## src/rtl/reaction_pkg.sv

```systemverilog
// Shared types and default sizing for the reaction-time measurement block.
package reaction_pkg;

  localparam int unsigned CNT_W  = 14;
  localparam int unsigned MAX_MS = 9999;

  typedef enum logic [1:0] {
    IDLE   = 2'd0,
    ARMED  = 2'd1,
    TIMING = 2'd2,
    DONE   = 2'd3
  } state_e;

  function automatic logic is_busy(state_e s);
    return (s == ARMED) || (s == TIMING);
  endfunction

endpackage

```

## src/rtl/reaction_timer_if.sv

```systemverilog
// Game-side handshake bundle for reaction_timer: trial control in, result and flags out.
interface reaction_timer_if
  import reaction_pkg::*;
#(
  parameter int unsigned CNT_W = reaction_pkg::CNT_W
);

  logic             tick_ms;
  logic             arm;
  logic             lights_out;
  logic             key;
  logic [CNT_W-1:0] rt_ms;
  logic             rt_valid;
  logic             false_start;
  logic             overrun;
  logic             busy;

  modport master (
    output tick_ms, arm, lights_out, key,
    input  rt_ms, rt_valid, false_start, overrun, busy
  );

  modport slave (
    input  tick_ms, arm, lights_out, key,
    output rt_ms, rt_valid, false_start, overrun, busy
  );

endinterface

```

## src/rtl/reaction_timer_key_sync_edge.sv

```systemverilog
// Player key synchroniser and rising-edge detector; press is a registered one-clk pulse.
// Define REACTION_DEBOUNCE_EN to require the key stable across two tick_ms pulses.
module key_sync_edge
  import reaction_pkg::*;
(
  input  logic clk,
  input  logic rst,
  input  logic tick_ms,
  input  logic key,
  output logic press
);

  logic [1:0] sync_q;
  logic       press_q, press_d;

  always_ff @(posedge clk or posedge rst) begin
    if (rst) begin
      sync_q  <= 2'b00;
      press_q <= 1'b0;
    end else begin
      sync_q  <= {sync_q[0], key};
      press_q <= press_d;
    end
  end

`ifdef REACTION_DEBOUNCE_EN
  // Count consecutive ticks with the synchronised key high; any low sample restarts it.
  logic [1:0] db_cnt_q, db_cnt_d;

  always_comb begin
    db_cnt_d = db_cnt_q;
    if (!sync_q[1]) begin
      db_cnt_d = 2'd0;
    end else if (tick_ms && (db_cnt_q != 2'd2)) begin
      db_cnt_d = db_cnt_q + 2'd1;
    end
    press_d = (db_cnt_d == 2'd2) && (db_cnt_q != 2'd2);
  end

  always_ff @(posedge clk or posedge rst) begin
    if (rst) begin
      db_cnt_q <= 2'd0;
    end else begin
      db_cnt_q <= db_cnt_d;
    end
  end
`else
  logic sync3_q;
  logic tick_unused;

  assign tick_unused = tick_ms;

  always_comb begin
    press_d = sync_q[1] & ~sync3_q;
  end

  always_ff @(posedge clk or posedge rst) begin
    if (rst) begin
      sync3_q <= 1'b0;
    end else begin
      sync3_q <= sync_q[1];
    end
  end
`endif

  assign press = press_q;

endmodule

```

## src/rtl/reaction_timer.sv

```systemverilog
// Counts milliseconds from lights_out to the player's key press and latches the result.
// Optional key debounce in the sub-module is enabled by defining REACTION_DEBOUNCE_EN.
module reaction_timer
  import reaction_pkg::*;
#(
  parameter int unsigned CNT_W  = reaction_pkg::CNT_W,
  parameter int unsigned MAX_MS = reaction_pkg::MAX_MS
)(
  input  logic             clk,
  input  logic             rst,
  reaction_timer_if.slave  bus
);

  localparam logic [CNT_W-1:0] MAX_V    = CNT_W'(MAX_MS);
  localparam logic [CNT_W-1:0] MAX_M1_V = CNT_W'(MAX_MS - 1);

  state_e           state_q, state_d;
  logic [CNT_W-1:0] count_q, count_d;
  logic [CNT_W-1:0] rt_ms_q, rt_ms_d;
  logic             rt_valid_q, rt_valid_d;
  logic             false_start_q, false_start_d;
  logic             overrun_q, overrun_d;
  logic             busy_q, busy_d;
  logic             press;

  key_sync_edge u_key (
    .clk     (clk),
    .rst     (rst),
    .tick_ms (bus.tick_ms),
    .key     (bus.key),
    .press   (press)
  );

  // Trial sequencing; arm overrides every other event in every state.
  always_comb begin
    state_d       = state_q;
    count_d       = count_q;
    rt_ms_d       = rt_ms_q;
    rt_valid_d    = 1'b0;
    false_start_d = false_start_q;
    overrun_d     = overrun_q;

    if (bus.arm) begin
      state_d       = ARMED;
      count_d       = '0;
      false_start_d = 1'b0;
      overrun_d     = 1'b0;
    end else begin
      unique case (state_q)
        ARMED: begin
          if (bus.lights_out && press) begin
            state_d    = DONE;
            count_d    = '0;
            rt_ms_d    = '0;
            rt_valid_d = 1'b1;
          end else if (bus.lights_out) begin
            state_d = TIMING;
            count_d = '0;
          end else if (press) begin
            state_d       = DONE;
            false_start_d = 1'b1;
          end
        end
        TIMING: begin
          if (press) begin
            // A press on the tick that would reach the limit is still a genuine result.
            state_d    = DONE;
            rt_ms_d    = (bus.tick_ms && (count_q == MAX_M1_V)) ? MAX_V : count_q;
            rt_valid_d = 1'b1;
          end else if (bus.tick_ms) begin
            if (count_q >= MAX_M1_V) begin
              state_d   = DONE;
              count_d   = MAX_V;
              rt_ms_d   = MAX_V;
              overrun_d = 1'b1;
            end else begin
              count_d = count_q + CNT_W'(1);
            end
          end
        end
        default: begin
          state_d = state_q;
        end
      endcase
    end

    busy_d = is_busy(state_d);
  end

  always_ff @(posedge clk or posedge rst) begin
    if (rst) begin
      state_q       <= IDLE;
      count_q       <= '0;
      rt_ms_q       <= '0;
      rt_valid_q    <= 1'b0;
      false_start_q <= 1'b0;
      overrun_q     <= 1'b0;
      busy_q        <= 1'b0;
    end else begin
      state_q       <= state_d;
      count_q       <= count_d;
      rt_ms_q       <= rt_ms_d;
      rt_valid_q    <= rt_valid_d;
      false_start_q <= false_start_d;
      overrun_q     <= overrun_d;
      busy_q        <= busy_d;
    end
  end

  assign bus.rt_ms       = rt_ms_q;
  assign bus.rt_valid    = rt_valid_q;
  assign bus.false_start = false_start_q;
  assign bus.overrun     = overrun_q;
  assign bus.busy        = busy_q;

endmodule

```

## src/flat_wrapper.sv

```systemverilog
// flat-port wrapper written by rule: the top's interface ports become plain ports
module reaction_timer_flat import reaction_pkg::*;
#(
  parameter int unsigned CNT_W  = reaction_pkg::CNT_W,
  parameter int unsigned MAX_MS = reaction_pkg::MAX_MS
)
  (clk, rst, bus_tick_ms, bus_arm, bus_lights_out, bus_key, bus_rt_ms, bus_rt_valid, bus_false_start, bus_overrun, bus_busy);
  reaction_timer_if #(.CNT_W(CNT_W)) bus_i ();
  input  logic clk;
  input  logic rst;
  input wire logic [$bits(bus_i.tick_ms)-1:0] bus_tick_ms;
  input wire logic [$bits(bus_i.arm)-1:0] bus_arm;
  input wire logic [$bits(bus_i.lights_out)-1:0] bus_lights_out;
  input wire logic [$bits(bus_i.key)-1:0] bus_key;
  output wire logic [$bits(bus_i.rt_ms)-1:0] bus_rt_ms;
  output wire logic [$bits(bus_i.rt_valid)-1:0] bus_rt_valid;
  output wire logic [$bits(bus_i.false_start)-1:0] bus_false_start;
  output wire logic [$bits(bus_i.overrun)-1:0] bus_overrun;
  output wire logic [$bits(bus_i.busy)-1:0] bus_busy;
  assign bus_i.tick_ms = bus_tick_ms;
  assign bus_i.arm = bus_arm;
  assign bus_i.lights_out = bus_lights_out;
  assign bus_i.key = bus_key;
  assign bus_rt_ms = bus_i.rt_ms;
  assign bus_rt_valid = bus_i.rt_valid;
  assign bus_false_start = bus_i.false_start;
  assign bus_overrun = bus_i.overrun;
  assign bus_busy = bus_i.busy;
  reaction_timer #(.CNT_W(CNT_W), .MAX_MS(MAX_MS)) u_core (.clk(clk), .rst(rst), .bus(bus_i));
endmodule
```

## config.mk

```make
export PLATFORM = sky130hd
export DESIGN_NAME = reaction_timer_flat
export DESIGN_NICKNAME = d
export VERILOG_FILES = /design/src/rtl/reaction_pkg.sv /design/src/rtl/reaction_timer_if.sv /design/src/rtl/reaction_timer_key_sync_edge.sv /design/src/rtl/reaction_timer.sv /design/src/flat_wrapper.sv
export SDC_FILE = /design/constraint.sdc
export NUM_CORES = 1
export LEC_CHECK = 0
export ABC_AREA = 1
export BUFFER_PORTS_ARGS = -buffer_cell sky130_fd_sc_hd__buf_2
export CAP_MARGIN = 20
export CORE_MARGIN = 8
export CORE_UTILIZATION = 25
export CTS_BUF_LIST = sky130_fd_sc_hd__clkbuf_8
export CTS_CLUSTER_SIZE = 14
export DETAILED_ROUTE_END_ITERATION = 12
export HOLD_SLACK_MARGIN = 0.02
export MAX_ROUTING_LAYER = met4
export PLACE_DENSITY = 0.48
export SYNTH_ARGS = -nofsm -noshare
export SYNTH_HDL_FRONTEND = slang
export SYNTH_SLANG_ARGS = --single-unit
```

## constraint.sdc

```tcl
create_clock -name clk -period 1.6 [get_ports clk]
set_input_delay 0.08 -clock clk [delete_from_list [all_inputs] [get_ports clk]]
set_output_delay 0.08 -clock clk [all_outputs]
set_load 0.05 [all_outputs]
```

==> impl_metrics.csv, run 1 <==
group,metric,value,unit
yosys,synth_area_per_cell,8.04,um^2
grt,grt_pass1_wl,9.02,mm
drt,vias,1970,
yosys,synthCells,254,
status,status,"finished clean",
critical_path,required,1.81,ns
timing,max_slew_margin,0.673,
power_and_ir_drop,power_density,1210,nW/um^2
timing,setup-violations-final,0,
grt,grt_pass1_vias,1936,
grt,track_usage,0.0986,
floorplan,die_area,11300,um^2
drt,viasPerCell,4.65,
yosys,synth_area_leader_cell,"dfrtp_1",
place,dp_hpwl,4.01,mm
timing,fmax,636,MHz
place,placed_cells,404,
timing,rsz0062_at_grt,"yes",
clocking,path_clk_slew,0.08,ns
critical_path,setup.worst_path.start,"u_core.state_q[0]",
yosys,netlist_area,2040,um^2
yosys,synth.most_common_cell,"nand2_1",
clocking,cts_root_buffer,"clkbuf_8",
cells_and_area,utilization,0.359,
critical_path,crit-reg2reg-launch,"u_core.state_q[0]",
critical_path,critPathCaptureType,"register",
grt,antenna_found_initial,0,
grt,overflow,0,
cells_and_area,nets,329,
place,globalplace.congestion,0.850,
drt,drc,0,
critical_path,crit_type,"reg2reg",
worst_hold_path,holdCritPathClass,"in2reg",
yosys,syn_nets,265,
drt,firstDrtPassIters,4,
yosys,synth_common_cells,"nand2_1 (63), dfrtp_1 (38), inv_1 (25), nand3_1 (24), nor2_1 (22)",
clocking,clockBufferDepth,2,
floorplan,rows,33,
clocking,cts.sinks,38,
cells_and_area,antenna_cells,0,
place,io_buffers,23,
timing,final_hold_viol_count,0,
critical_path,r2r_cells,10,
timing,clock_skew,0.00252,ns
job,maxCapViolCount,0,
timing,post-route-period-util,0.983,
drt,wl_per_cell,13.1,um
timing,worst_pin_slew,0.490,ns
floorplan,ios,24,
floorplan,initial_core_util,0.254,
drt,routed.top_layer,"met4",
yosys,async_flop_share,1.00,
yosys,ys_top_cells_by_area,"dfrtp_1 (47%), nand2_1 (12%), nand3_1 (5.9%), inv_1 (4.6%), nor2_1 (4.0%)",
cells_and_area,fill_cells,871,
drt,routed_wl,5.57,mm
clocking,clock_latency,0.29,ns
yosys,synth_top_area_frac,0.465,
yosys,ys.flop_type,"dfrtp_1",
critical_path,start_kind,"register",
yosys,yosysUniqueCellTypes,29,
yosys,ys_warn_count,0,
drt,wl_met1,2.57,mm
floorplan,die_x,106,um
yosys,synth-seq-cells,38,
cells_and_area,areaGrowthSynthToFinish,41.5,%
clocking,tritoncts,"yes",
critical_path,worstPathArrival,1.78,ns
timing,slew_viol_final,0,
cells_and_area,fin_cells,424,
timing,min_period,1.57,ns
floorplan,core_area,8050,um^2
clocking,cts_htree_levels,2,
critical_path,r2r-end,"u_core.count_q[2]",
critical_path,worst_setup_path_endpoint,"u_core.count_q[2]",
clocking,numCtsBuffers,5,
critical_path,r2r_setup_slack,0.03,ns
drt,route.met3.wl,199,um
drt,drtAntennaViolNets,0,
yosys,yosysSeqAreaShare,0.465,
grt,grt_max_degree,39,
power_and_ir_drop,ir_drop,0.00100,V
yosys,synth_edf_count,0,
cells_and_area,drive_gt1_frac,0.404,
power_and_ir_drop,p_leak,1.37,nW
drt,dr_wl_met2,2.76,mm
floorplan,die-height,106,um
drt,drtIter0Drc,48,
critical_path,crit_fanout,6,
## worst max-delay path, cell delays in order (launching register included)
cell	delay (ns)
dfrtp_1	0.44
inv_2	0.10
ha_4	0.19
inv_4	0.08
nor2_4	0.04
nand2_2	0.07
nand3_4	0.11
nor3_2	0.11
buf_4	0.17
inv_2	0.07
o22ai_1	0.13
## flip-flops by register name, indices dropped and copies added (netlist names), 2 cells and up
register	flops
u_core.u_key.sync_q	2
u_core.count_q	14
u_core.bus.rt_ms	14
u_core.state_q	2
## metrics by stage
step | area [um^2] | setup WS (ns) | TNS (ns) | hold WS (ns) | total power [mW]
4_1_cts | 2620 | -0.00172 | -0.00172 | 0.0804 | 3.26
2_1_floorplan | 2060 | 0.0281 | 0 | 0.111 | 2.11
3_5_place_dp | 2470 | -0.0589 | -0.0735 | 0.192 | 2.48
6_report | 2890 | 0.0266 | 0 | 0.0855 | 3.50
3_3_place_gp | 2470 | -0.0393 | -0.0393 | 0.192 | 2.48
5_1_grt | 2890 | -0.0686 | -1.11 | 0.0889 | 3.72
## cells in the final DEF (no fill, tap or decap), drive strengths merged
master,instances
clkinvlp,1
o22ai,5
dlygate4sd3,2
o21ai,14
clkbuf,6
ha,5
xor2,4
buf,61
nand4,5
nand3,28
o211ai,1
nor3,5
nand2,68
dfrtp,38
a31oi,3
a21oi,15
nor2,25
o31ai,1
inv,31
clkinv,1
## cells by family after synthesis
logic type	synth area share
and+or+nand+nor	0.306
DFF	0.465
xor gates and xnor gates	0.0171
adders and majority gates	0.0306
buffers and inverters	0.0778
AOI/OAI and AO/OA	0.103
## worst min path at each step
stage	startpoint	endpoint	cells after the start
final	bus_arm	u_core.bus.rt_valid	2
after global routing	bus_arm	u_core.bus.rt_valid	2
after CTS	bus_arm	u_core.bus.rt_valid	2
after detailed placement	bus_key	u_core.u_key.sync_q[0]	1
after global placement	bus_key	u_core.u_key.sync_q[0]	1
after floorplan	bus_key	u_core.u_key.sync_q[0]	0
## layer usage
layer / up-vias / GRT usage
met2: 31 / 0.160
met4: 0 / 0.0201
met3: 7 / 0.0248
li1: 966 / -
met1: 966 / 0.121
met5: - / -
## layout make-up
| class | instances | area, um^2 | share of cell area |
|---|---|---|---|
| clock inverters | 2 | 12.5 | 0.00433 |
| clock buffers | 6 | 82.6 | 0.0286 |
| repair buffers | 63 | 432 | 0.149 |
| inverters | 31 | 126 | 0.0437 |
| well taps | 105 | 131 | 0.0455 |
| multi-input cells | 179 | 1150 | 0.399 |
| flip-flops and latches | 38 | 952 | 0.329 |
## report_power, final
part / leakage [nW] / internal [mW] / switching (mW)
logic: 0.807 / 0.552 / 1.07
registers: 0.512 / 1.08 / 0.0863
clock network: 0.0472 / 0.347 / 0.358
## repair_timing
item | in CTS | in global routing
pin swaps | 1 | 11
gates cloned | 0 | 0
endpoints found under the hold margin | 39 | 0
resized for setup | 4 | 59
hold buffers | 2 | 0
buffers inserted | 3 | 7
setup endpoints to repair | 20 | 29
Note: power is estimated with default switching activity, not from simulation.
==> run 2: changes to the inputs <==
CELL_PAD_IN_SITES_DETAIL_PLACEMENT = 1   (was not set)
CELL_PAD_IN_SITES_GLOBAL_PLACEMENT = 1   (was not set)
PLACE_DENSITY = 0.59   (was 0.48)
==> impl_metrics.csv, run 2 (synthesis gave the netlist of run 1 again) <==
group,metric,value,unit
cells_and_area,antenna_cells,0,
cells_and_area,layout_common_cells,"nand2_1 (55), buf_4 (40), dfrtp_1 (36)",
critical_path,required,1.84,ns
drt,wl_per_cell,14.1,um
place,globalplace.congestion,0.765,
timing,worst_pin_slew,0.506,ns
clocking,cts_root_buffer,"clkbuf_8",
place,pre_cts_ws,-0.0529,ns
timing,slew_viol_final,0,
timing,setup-violations-final,0,
drt,viasPerCell,4.52,
drt,drtIter0Drc,31,
power_and_ir_drop,ir_drop,0.000844,V
grt,grt_max_degree,39,
status,status,"finished clean",
timing,final_hold_viol_count,0,
critical_path,crit_fanout,7,
timing,rsz0062_at_grt,"yes",
floorplan,rows,33,
clocking,numCtsBuffers,5,
cells_and_area,drive_gt1_frac,0.426,
power_and_ir_drop,total_power,3.96,mW
timing,fin_ws,0.00210,ns
critical_path,critPathCaptureType,"register",
drt,vias,1949,
clocking,cts_htree_levels,2,
grt,antenna_found_initial,0,
clocking,tritoncts,"yes",
worst_hold_path,holdCritPathClass,"in2reg",
place,placed_area,2550,um^2
timing,min_period,1.60,ns
clocking,path_clk_slew,0.08,ns
timing,post-route-period-util,0.999,
cells_and_area,final_common_cell,"nand2_1",
clocking,clockBufferDepth,2,
critical_path,crit_top_cell,"nand3_4",
critical_path,crit_slowest_cell,"dfrtp_1",
critical_path,cp_cell_sequence,"inv_2 > ha_4 > nand3_4 > nor2_4 > nand2_2 > nand3_4 > nand2_4 > nand3_4 > clkbuf_16 > nand3_2 > nand2_1",
floorplan,die_area,11300,um^2
clocking,clock_latency,0.29,ns
floorplan,die_x,106,um
timing,clock_skew,0.00622,ns
power_and_ir_drop,p_leak,1.42,nW
timing,fmax,626,MHz
timing,max_slew_margin,0.663,
cells_and_area,nets,336,
critical_path,r2r_setup_slack,0.002,ns
grt,grt_pass1_wl,9.63,mm
floorplan,ios,24,
floorplan,initial_core_util,0.254,
drt,routed_wl,6.06,mm
cells_and_area,areaGrowthSynthToFinish,47.4,%
power_and_ir_drop,power_density,1310,nW/um^2
floorplan,die-height,106,um
critical_path,start_kind,"register",
grt,grt_pass1_vias,2018,
grt,track_usage,0.108,
cells_and_area,final_area,3010,um^2
job,maxCapViolCount,0,
critical_path,crit_type,"reg2reg",
clocking,cts.sinks,38,
critical_path,slowest_delay,0.42,ns
floorplan,core_area,8050,um^2
drt,drtAntennaViolNets,0,
critical_path,worstPathArrival,1.84,ns
grt,overflow,0,
drt,firstDrtPassIters,4,
drt,drc,0,
place,io_buffers,23,
place,dp_hpwl,4.40,mm
-- run 2: layout make-up --
cell class	count	area, um^2
sequential	38	953
clock buffer	6	82.6
inverter	31	124
clock inverter	2	60.1
fill	975	5040
tap	105	131
timing repair buffer	70	523
multi-input combinational	179	1140
-- run 2: what timing repair did --
| item | 4_1_cts | 5_1_grt |
|---|---|---|
| pin swaps | 3 | 11 |
| endpoints found under the hold margin | 39 | 0 |
| hold buffers | 2 | 0 |
| buffers inserted | 2 | 7 |
| endpoints found under the setup margin | 19 | 29 |
| resized for setup | 10 | 51 |
| cloned | 0 | 1 |
-- run 2: metal layers --
metal	GRT usage	wire length (um)	vias to the layer above
li1	-	-	974
met1	0.126	2710	952
met2	0.186	3190	21
met3	0.0230	149	2
met4	0.0211	21	0
met5	-	0	-
-- run 2: critical path, delay by kind of cell (launching register included) --
kind,cells,cell delay (ns)
AND/OR/NAND/NOR,8,0.70
flip-flops,1,0.42
buffers and inverters,2,0.27
adder cells (fa/ha/maj),1,0.14
-- run 2: stage by stage --
step | cells | util | hold WS [ns] | setup TNS, ns
floorplan | 254 | - | 0.111 | 0
finish | 431 | 0.374 | 0.0675 | 0
global placement | 411 | 0.317 | 0.191 | -0.0239
CTS | 423 | 0.342 | 0.0561 | 0
global route | 431 | 0.374 | 0.0872 | -1.54
detailed placement | 411 | 0.317 | 0.191 | -0.370
-- run 2: path summary, 6_finish.rpt --
kind                                              from                     end  cells after the start
worst min-delay path                           bus_arm     u_core.bus.rt_valid                      2
worst min register to register  u_core.u_key.sync_q[0]  u_core.u_key.sync_q[1]                      0
worst max-delay path                 u_core.count_q[0]     u_core.bus.rt_ms[6]                     11
max in group asynchronous                          rst       u_core.state_q[1]                      4
min in group asynchronous                          rst     u_core.bus.rt_ms[9]                      4
worst max register to register       u_core.count_q[0]     u_core.bus.rt_ms[6]                     11
-- run 2: power by group --
| group | total (mW) | internal, mW | switching, mW |
|---|---|---|---|
| sequential | 1.16 | 1.08 | 0.0799 |
| combinational | 1.76 | 0.668 | 1.09 |
| clock | 1.04 | 0.666 | 0.370 |
| total | 3.96 | 2.42 | 1.54 |
